$ cat src/rtl/uart16550_pkg.sv
// uart16550_pkg: shared definitions for the uart16550 host engine.
//   - peripheral register addresses, LSR bit indices, init values
//   - host FSM state encoding
//   - byte-lane pack/unpack helpers for the 32-bit register bus
package uart16550_pkg;

  // Register addresses (3-bit word address on the peripheral bus)
  localparam logic [2:0] RBR_THR = 3'd0;
  localparam logic [2:0] IER_DLM = 3'd1;
  localparam logic [2:0] IIR_FCR = 3'd2;
  localparam logic [2:0] LCR     = 3'd3;
  localparam logic [2:0] MCR     = 3'd4;
  localparam logic [2:0] LSR     = 3'd5;
  localparam logic [2:0] MSR     = 3'd6;
  localparam logic [2:0] SCR     = 3'd7;

  // LSR bit positions
  localparam int LSR_DR   = 0;
  localparam int LSR_OE   = 1;
  localparam int LSR_THRE = 5;
  localparam int LSR_TEMT = 6;

  // Configuration values
  localparam logic [7:0] LCR_DLAB = 8'h83;  // 8N1 with divisor latch open
  localparam logic [7:0] LCR_8N1  = 8'h03;
  localparam logic [7:0] FCR_RST  = 8'h07;  // enable + clear both FIFOs
  localparam logic [7:0] FCR_EN   = 8'h01;  // enable, RX trigger level 1

  typedef enum logic [3:0] {
    ST_INIT_LCR_DL,
    ST_INIT_DLL,
    ST_INIT_DLM,
    ST_INIT_LCR,
    ST_INIT_FCR_RST,
    ST_INIT_FCR_EN,
    ST_INIT_IER,
    ST_POLL,
    ST_RX_READ,
    ST_TX_WRITE
  } state_e;

  // Place a byte in the selected lane; every other bit is zero.
  function automatic logic [31:0] lane_pack(input logic [7:0] b, input logic lendian);
    return lendian ? {24'h0, b} : {b, 24'h0};
  endfunction

  // Extract the selected lane; the remaining read-data bits are ignored.
  function automatic logic [7:0] lane_unpack(input logic [31:0] w, input logic lendian);
    return lendian ? w[7:0] : w[31:24];
  endfunction

endpackage

$ cat src/rtl/uart16550_host.sv
// uart16550_host: bus initiator that configures a uart16550 and then moves
// bytes between two valid/ready streams and the THR/RBR registers.
// Ports:
//   clk, rst            clock, asynchronous active-high reset
//   a, d, rd, we        register bus request (held until ready)
//   spo, ready          register bus read data / completion
//   tx_valid/ready/data byte stream into the UART
//   rx_valid/ready/data byte stream out of the UART
//   init_done           configuration sequence finished
//   overrun             sticky, LSR.OE observed since reset
module uart16550_host
  import uart16550_pkg::*;
#(
  parameter int CLOCK_FREQ = 62500000,
  parameter int BAUD_RATE  = 115200,
  parameter int LENDIAN    = 0,
  parameter int TX_BURST   = 16
) (
  input  logic        clk,
  input  logic        rst,
  output logic [2:0]  a,
  output logic [31:0] d,
  output logic        rd,
  output logic        we,
  input  logic [31:0] spo,
  input  logic        ready,
  input  logic        tx_valid,
  input  logic [7:0]  tx_data,
  output logic        tx_ready,
  output logic        rx_valid,
  output logic [7:0]  rx_data,
  input  logic        rx_ready,
  output logic        init_done,
  output logic        overrun
);

  localparam int DIV = CLOCK_FREQ / (16 * BAUD_RATE);
  localparam logic [15:0] DIV_W = 16'(DIV);
  localparam logic LANE_LO = (LENDIAN != 0);

  if (DIV < 1 || DIV > 65535) begin : g_bad_div
    $error("uart16550_host: divisor out of range 1..65535");
  end
  if (TX_BURST < 1 || TX_BURST > 16) begin : g_bad_burst
    $error("uart16550_host: TX_BURST out of range 1..16");
  end

  state_e      state_q, state_d;
  logic        run_q, hold_q, hold_d;
  logic [4:0]  cnt_q, cnt_d;
  logic        rx_valid_q, rx_valid_d;
  logic [7:0]  rx_data_q, rx_data_d;
  logic        init_done_q, init_done_d;
  logic        overrun_q, overrun_d;
  logic [7:0]  rd_byte;

  // NOTE: sequential state uses non-blocking assignments so every flop
  // samples the values computed before the edge, independent of order.
  always_ff @(posedge clk or posedge rst) begin
    if (rst) begin
      state_q     <= ST_INIT_LCR_DL;
      run_q       <= 1'b0;
      hold_q      <= 1'b0;
      cnt_q       <= '0;
      rx_valid_q  <= 1'b0;
      rx_data_q   <= '0;
      init_done_q <= 1'b0;
      overrun_q   <= 1'b0;
    end else begin
      state_q     <= state_d;
      run_q       <= 1'b1;   // keeps the bus idle for one cycle after reset
      hold_q      <= hold_d;
      cnt_q       <= cnt_d;
      rx_valid_q  <= rx_valid_d;
      rx_data_q   <= rx_data_d;
      init_done_q <= init_done_d;
      overrun_q   <= overrun_d;
    end
  end

  // Bus request is a function of state only, except the THR write, which
  // carries the live tx byte and is suppressed when no byte is offered at
  // the start of a write (hold_q keeps a started write alive).
  always_comb begin
    // NOTE: every output of this block gets a default first so no path
    // through the case can infer a latch.
    a  = '0;
    d  = '0;
    rd = 1'b0;
    we = 1'b0;
    if (run_q) begin
      unique case (state_q)
        ST_INIT_LCR_DL:  begin a = LCR;     d = lane_pack(LCR_DLAB, LANE_LO);    we = 1'b1; end
        ST_INIT_DLL:     begin a = RBR_THR; d = lane_pack(DIV_W[7:0], LANE_LO);  we = 1'b1; end
        ST_INIT_DLM:     begin a = IER_DLM; d = lane_pack(DIV_W[15:8], LANE_LO); we = 1'b1; end
        ST_INIT_LCR:     begin a = LCR;     d = lane_pack(LCR_8N1, LANE_LO);     we = 1'b1; end
        ST_INIT_FCR_RST: begin a = IIR_FCR; d = lane_pack(FCR_RST, LANE_LO);     we = 1'b1; end
        ST_INIT_FCR_EN:  begin a = IIR_FCR; d = lane_pack(FCR_EN, LANE_LO);      we = 1'b1; end
        ST_INIT_IER:     begin a = IER_DLM; d = lane_pack(8'h00, LANE_LO);       we = 1'b1; end
        ST_POLL:         begin a = LSR;     rd = 1'b1; end
        ST_RX_READ:      begin a = RBR_THR; rd = 1'b1; end
        ST_TX_WRITE: begin
          a  = RBR_THR;
          d  = lane_pack(tx_data, LANE_LO);
          we = tx_valid || hold_q;
        end
        default: ;
      endcase
    end
  end

  assign rd_byte = lane_unpack(spo, LANE_LO);

  always_comb begin
    state_d     = state_q;
    hold_d      = 1'b0;
    cnt_d       = cnt_q;
    rx_valid_d  = rx_valid_q;
    rx_data_d   = rx_data_q;
    init_done_d = init_done_q;
    overrun_d   = overrun_q;

    if (rx_valid_q && rx_ready) rx_valid_d = 1'b0;

    if (run_q) begin
      unique case (state_q)
        ST_INIT_LCR_DL:  if (ready) state_d = ST_INIT_DLL;
        ST_INIT_DLL:     if (ready) state_d = ST_INIT_DLM;
        ST_INIT_DLM:     if (ready) state_d = ST_INIT_LCR;
        ST_INIT_LCR:     if (ready) state_d = ST_INIT_FCR_RST;
        ST_INIT_FCR_RST: if (ready) state_d = ST_INIT_FCR_EN;
        ST_INIT_FCR_EN:  if (ready) state_d = ST_INIT_IER;
        ST_INIT_IER: if (ready) begin
          state_d     = ST_POLL;
          init_done_d = 1'b1;
        end
        ST_POLL: if (ready) begin
          if (rd_byte[LSR_OE]) overrun_d = 1'b1;
          // RBR is only dequeued when the holding register is free.
          if (rd_byte[LSR_DR] && !rx_valid_q) begin
            state_d = ST_RX_READ;
          end else if (rd_byte[LSR_THRE] && tx_valid) begin
            cnt_d   = 5'(TX_BURST);
            state_d = ST_TX_WRITE;
          end
        end
        ST_RX_READ: if (ready) begin
          rx_data_d  = rd_byte;
          rx_valid_d = 1'b1;
          state_d    = ST_POLL;
        end
        ST_TX_WRITE: begin
          if (!we) begin
            state_d = ST_POLL;
          end else if (ready) begin
            cnt_d = (cnt_q == 5'd0) ? 5'd0 : cnt_q - 5'd1;
            if (cnt_d == 5'd0) state_d = ST_POLL;
          end else begin
            hold_d = 1'b1;
          end
        end
        default: state_d = ST_INIT_LCR_DL;
      endcase
    end
  end

  assign tx_ready  = (state_q == ST_TX_WRITE) && ready;
  assign rx_valid  = rx_valid_q;
  assign rx_data   = rx_data_q;
  assign init_done = init_done_q;
  assign overrun   = overrun_q;

endmodule
$ cat config.mk
export PLATFORM = sky130hd
export DESIGN_NAME = uart16550_host
export DESIGN_NICKNAME = d
export VERILOG_FILES = /design/src/rtl/uart16550_pkg.sv /design/src/rtl/uart16550_host.sv
export SDC_FILE = /design/constraint.sdc
export NUM_CORES = 1
export LEC_CHECK = 0
export BUFFER_PORTS_ARGS = -buffer_cell sky130_fd_sc_hd__buf_2
export CORE_MARGIN = 1
export CORE_UTILIZATION = 47
export CTS_CLUSTER_SIZE = 20
export DETAILED_ROUTE_END_ITERATION = 10
export PLACE_DENSITY = 0.85
export SYNTH_ARGS = -nofsm -noshare
export SYNTH_HDL_FRONTEND = slang
export SYNTH_SLANG_ARGS = --single-unit
export TNS_END_PERCENT = 20
$ cat constraint.sdc
create_clock -name clk -period 5.2 [get_ports clk]
set_clock_uncertainty 0.15 [all_clocks]
set_input_delay 0.52 -clock clk [delete_from_list [all_inputs] [get_ports clk]]
set_output_delay 0.52 -clock clk [all_outputs]
set_load 0.01 [all_outputs]
---- Yosys cells after proc, flatten, opt, wreduce, memory -nomap -nowiden ----
Cells that the tools add are included.
operators by class
  $add $sub $neg .......................... 1
  equal/unequal tests ..................... 24
  multiplexer cells ....................... 37
  reductions and logical operators ........ 21
operator list
  cell                                                                 number
  32-bit one-hot mux with 6 select lines                               1
  4-bit two-way mux                                                    13
  4-bit one-hot mux with 9 select lines                                1
  32-bit two-way mux                                                   1
  5-bit two-way mux                                                    6
  2-bit != test (second input constant)                                11
  4-bit by 3-bit == test with 1-bit output (second input constant)     4
  3-bit one-hot mux with 4 select lines                                1
  12-bit AND reduction                                                 1
  1-bit two-way mux                                                    11
  5-bit logical NOT                                                    2
  5-bit one-hot mux with 2 select lines                                1
  2-bit OR reduction                                                   5
  3-bit != test (second input constant)                                3
  4-bit by 2-bit == test with 1-bit output (second input constant)     2
  4-bit == test (second input constant)                                2
  7-bit AND reduction                                                  1
  7-bit OR reduction                                                   1
  3-bit AND reduction                                                  2
  5-bit by 1-bit subtractor with 5-bit output (second input constant)  1
  4-bit by 1-bit == test with 1-bit output (second input constant)     1
  1-bit logical AND                                                    4
  4-bit logical NOT                                                    1
  4-bit AND reduction                                                  1
  other kinds (6)                                                      6
word-level totals
  bits in registers ....................... 22
  input port bits ......................... 45
  output and inout port bits .............. 49
  word-level logic and storage cells ...... 91

---- Depth between registers and ports, before layout ----
  depth after elaboration ................. 7
  mapped depth ............................ 7

---- Worst setup path before layout ----
OpenSTA, ideal clock, no wires.
  kind .................................... register to register
  start point ............................. register cnt_q[0]
  end point ............................... register state_q[2]
  setup time .............................. 0.138 ns
  data arrival time ....................... 1.756 ns
  required time ........................... 4.912 ns
  path slack .............................. 3.156 ns
  cell stages (with the launch flop) ...... 8
  buffers on the path ..................... 0
  cells stage by stage .................... dfrtp_1 -> inv_1 -> ha_1 -> nor3b_1 -> maj3_1 -> and2b_2 -> a221oi_2 -> o2111ai_1
between the ends
  word-level cells in the longest chain between the ends .. 5
  elaborated cells on any way between the ends .. 6
RTL lines
  item                                                                              RTL line               RTL
  start, declared                                                                   uart16550_host.sv:50   logic [4:0] cnt_q, cnt_d;
  start signal, assigned                                                            uart16550_host.sv:73   cnt_q <= cnt_d;
  5-bit by 1-bit subtractor with 5-bit output or 5-bit logical NOT (tied branches)  uart16550_host.sv:156  cnt_d = (cnt_q == 5'd0) ? 5'd0 : cnt_q - 5'd1;
  5-bit two-way mux (*)                                                             uart16550_host.sv:156
  5-bit logical NOT (*)                                                             uart16550_host.sv:157  if (cnt_d == 5'd0) state_d = ST_POLL;
  3-bit != test (no source line) (*)                                                -
  12-bit AND reduction (no source line) (*)                                         -
  end signal, assigned                                                              uart16550_host.sv:70   state_q <= state_d;
  end, declared                                                                     uart16550_host.sv:48   state_e state_q, state_d;
Mark *: on every way between the ends. The rest lies on a longest branch, timed or not.
A chain may end at the register's enable or synchronous reset.

---- Final worst setup path ----
  start point ............................. register state_q[0]
  end point ............................... output port we
between the ends
  word-level cells in the longest chain between the ends .. 4
  elaborated cells on any way between the ends .. 11
RTL lines
  item                                                                    RTL line              RTL
  4-bit by 3-bit == test with 1-bit output, or another cell as far along  uart16550_host.sv:92  unique case (state_q)
  7-bit OR reduction (no source line)                                     -
  1-bit one-hot mux with 2 select lines (*)                               uart16550_host.sv:92
  1-bit two-way mux (*)                                                   uart16550_host.sv:91  if (run_q) begin
  end, declared                                                           uart16550_host.sv:24  output logic we,
Marked as above.

==> results.py <==
metrics = {
    "outcome": {
        "outcome": "finished, final reports clean",
    },
    "timing": {
        "setup_ws_ns": 2.49,
        "rsz0062_at_grt": "no",
        "min_period_ns": 2.71,
        "slew_violations": 0,
        "fin_setup_tns_ns": 0,
        "period_share_pct": 52.1,
        "relSlewSlack_pct": 44.7,
        "worstMarginPinSlew_ns": 0.829,
        "fmax_mhz": 369,
        "setup_viol": 0,
        "whs_ns": 0.177,
        "hold_viol": 0,
    },
    "place": {
        "hpwl_mm": 2.44,
        "port_buffers": 45,
        "dp_cells": 260,
        "dp_worst_setup_slack_ns": 2.90,
        "gp_congestion": 0.917,
        "placed_area_mm2": 0.00174,
    },
    "setup_path": {
        "cp-end-kind": "primary output",
        "timing.critical_path.from": "state_q[0]$_DFFE_PP0P_",
        "crit_chain": "nor2b_1 -> o21ai_0 -> a21oi_1 -> o21a_1 -> buf_2",
        "required_ns": 4.53,
        "cp_num_cells": 5,
        "crit_slowest_cell": "dfrtp_1",
        "crit_path_max_incr_delay_ns": 0.63,
        "crit_arrival_ns": 2.04,
        "worst-r2r-cell-count": 7,
        "critPathBufInv": 1,
        "path_max_fanout": 14,
        "cp_top_family": "flip-flops",
        "critPathKind": "reg -> out",
        "crit-reg2reg-launch": "cnt_q[0]$_DFFE_PP0P_",
        "crit_path_start_kind": "flop",
    },
    "synth": {
        "yosys.area.top_type": "dfrtp_1",
        "yosysTopAreaCellShare_pct": 34.4,
        "syn-mean-instance-area_um2": 8.94,
        "synth_area_leaders": "dfrtp_1 (34%), buf_4 (11%), mux2_2 (5.6%)",
        "ys_seq_area_share_pct": 34.4,
        "synth_async_sr_flop_share_pct": 100,
        "mappedNetlistArea_mm2": 0.00160,
        "ys_types": 52,
        "synthFlopType": "dfrtp_1",
        "synthAdderAreaFrac_pct": 1.41,
        "synth_edf_count": 0,
        "synth-seq-cells": 22,
        "synth_top_family_by_area": "compound AO/OA/AOI/OAI gates",
        "yosysMostFrequentCell": "buf_4",
        "synth_warnings": 0,
        "netlist_top_cells_count": "buf_4 (24), dfrtp_1 (22), nand2_1 (14)",
        "synth_compound_area_share_pct": 21.0,
        "synth-simple-area-share_pct": 19.7,
        "synth_mux_area_share_pct": 5.63,
        "synth_xor_area_share_pct": 0.547,
        "netlist_instances": 179,
    },
    "clocking": {
        "insertion_delay_ns": 0.33,
        "cts_buffer_depth": 2,
        "cts.hold.buffers_added": 0,
        "cts_buffers": 3,
        "h-tree-depth": 1,
        "root_buffer": "clkbuf_4",
        "clk_pin_slew_ns": 0.14,
        "tritoncts": "yes",
        "cts_resized": 0,
        "cts.sinks": 22,
        "post_cts_buffers": 0,
    },
    "routing": {
        "met2WireLength_mm": 1.68,
        "remaining_drc_errors": 0,
        "firstDrtPassIters": 4,
        "highest_layer": "met4",
        "drt-initial-drc-count": 71,
        "vias": 1372,
        "wl_met1_mm": 1.45,
        "wl_met3_um": 136,
        "ant_nets": 0,
        "routedWlPerCell_um": 12.6,
        "wirelength_mm": 3.32,
        "viasPerCell": 5.20,
    },
    "pwr": {
        "p_total_mw": 0.675,
        "power_density_mw_per_mm2": 378,
        "p_leak_nw": 0.940,
        "peakVddDrop_v": 0.000141,
    },
    "die": {
        "die-area_mm2": 0.00364,
        "die_x_um": 60.4,
        "initial_core_util_pct": 50.8,
        "io_pins": 94,
        "fp.dieH_um": 60.4,
        "fp-row-count": 20,
        "core_area_mm2": 0.00315,
    },
    "final_layout": {
        "n_fill_cell": 300,
        "diodes": 0,
        "nets": 267,
        "final_util_pct": 56.7,
        "area_growth_pct": 11.7,
        "instances_no_fill": 264,
        "drive_above_1_share_pct": 31.8,
        "fin_area_mm2": 0.00179,
    },
    "global_routing": {
        "overflow": 0,
        "grt_pass1_wl_mm": 5.49,
        "grt.total_usage_pct": 20.0,
        "antenna_found_initial": 0,
        "grt_pass1_vias": 1247,
        "grt_max_degree": 23,
    },
    "hold_path": {
        "hold_path_class": "in -> async",
    },
    "flow_run": {
        "cap_violations": 0,
    },
}
==> final timing paths <==
| path | slack (ns) | to |
|---|---|---|
| setup / recovery | 2.49 | we |
| hold / removal | 0.18 | state_q[0]$_DFFE_PP0P_ |
| setup reg to reg | 2.90 | state_q[2]$_DFFE_PP0P_ |
| hold reg to reg | 0.33 | overrun$_DFFE_PP0P_ |
| max in group asynchronous | 4.21 | cnt_q[4]$_DFFE_PP0P_ |
| min in group clk | 0.21 | rx_valid$_DFF_PP0_ |
==> per-layer routing <==
layer | vias up | GRT usage, %
li1 | 669 | -
met1 | 651 | 25.0
met2 | 45 | 33.9
met3 | 7 | 2.99
met4 | 0 | 9.63
met5 | - | 0
==> where the power goes <==
part	leakage [nW]	total, mW	switching (mW)	internal [mW]
Sequential	0.288	0.269	0.0662	0.203
Combinational	0.624	0.270	0.139	0.131
Clock	0.0279	0.136	0.0584	0.0781
==> layout make-up <==
type                            instances  area, um2  area share (%)
Multi-Input combinational cell        139        867            48.5
Sequential cell                        22        551            30.8
Timing Repair Buffer                   45        225            12.6
Tap cell                               44       55.1            3.08
Inverter                               10       37.5            2.10
Clock inverter                          1       30.0            1.68
Clock buffer                            3       22.5            1.26
==> state kept, by name, summed over array words and instances, names as in the netlist <==
name,flops
run_q,1
state_q,4
cnt_q,5
rx_data,8
init_done,1
overrun,1
rx_valid,1
hold_q,1
==> kinds of logic (layout without fill, tap and decap cells) <==
kind of cell | after synthesis | after routing
other | 2 | 25
AND/OR/NAND/NOR | 57 | 57
flip-flops | 22 | 22
AO/OA/AOI/OAI | 46 | 46
XOR/XNOR | 1 | 1
multiplexers | 8 | 8
buffers and inverters | 41 | 59
adder cells (fa/ha/maj) | 2 | 2
==> cell usage in the layout, fill, tap and decap left out, types with 2 or more instances in the layout <==
cell type  Yosys  routed
nand2_1       14      14
dfrtp_1       22      22
clkbuf_4       0       3
and2_1         2       2
inv_1         10      10
nand3_1        5       5
conb_1         2      25
o21a_1         3       3
a21bo_2        2       2
nor2_1        12      12
nor2b_1        3       3
and3_1         5       5
mux2_2         8       8
o31ai_1        3       3
a21o_1         2       2
buf_2          4      45
o221ai_1       3       3
o21ai_0        9       9
nor3b_1        3       3
a21oi_1       10      10
Note: power is estimated with default switching activity, not from simulation.
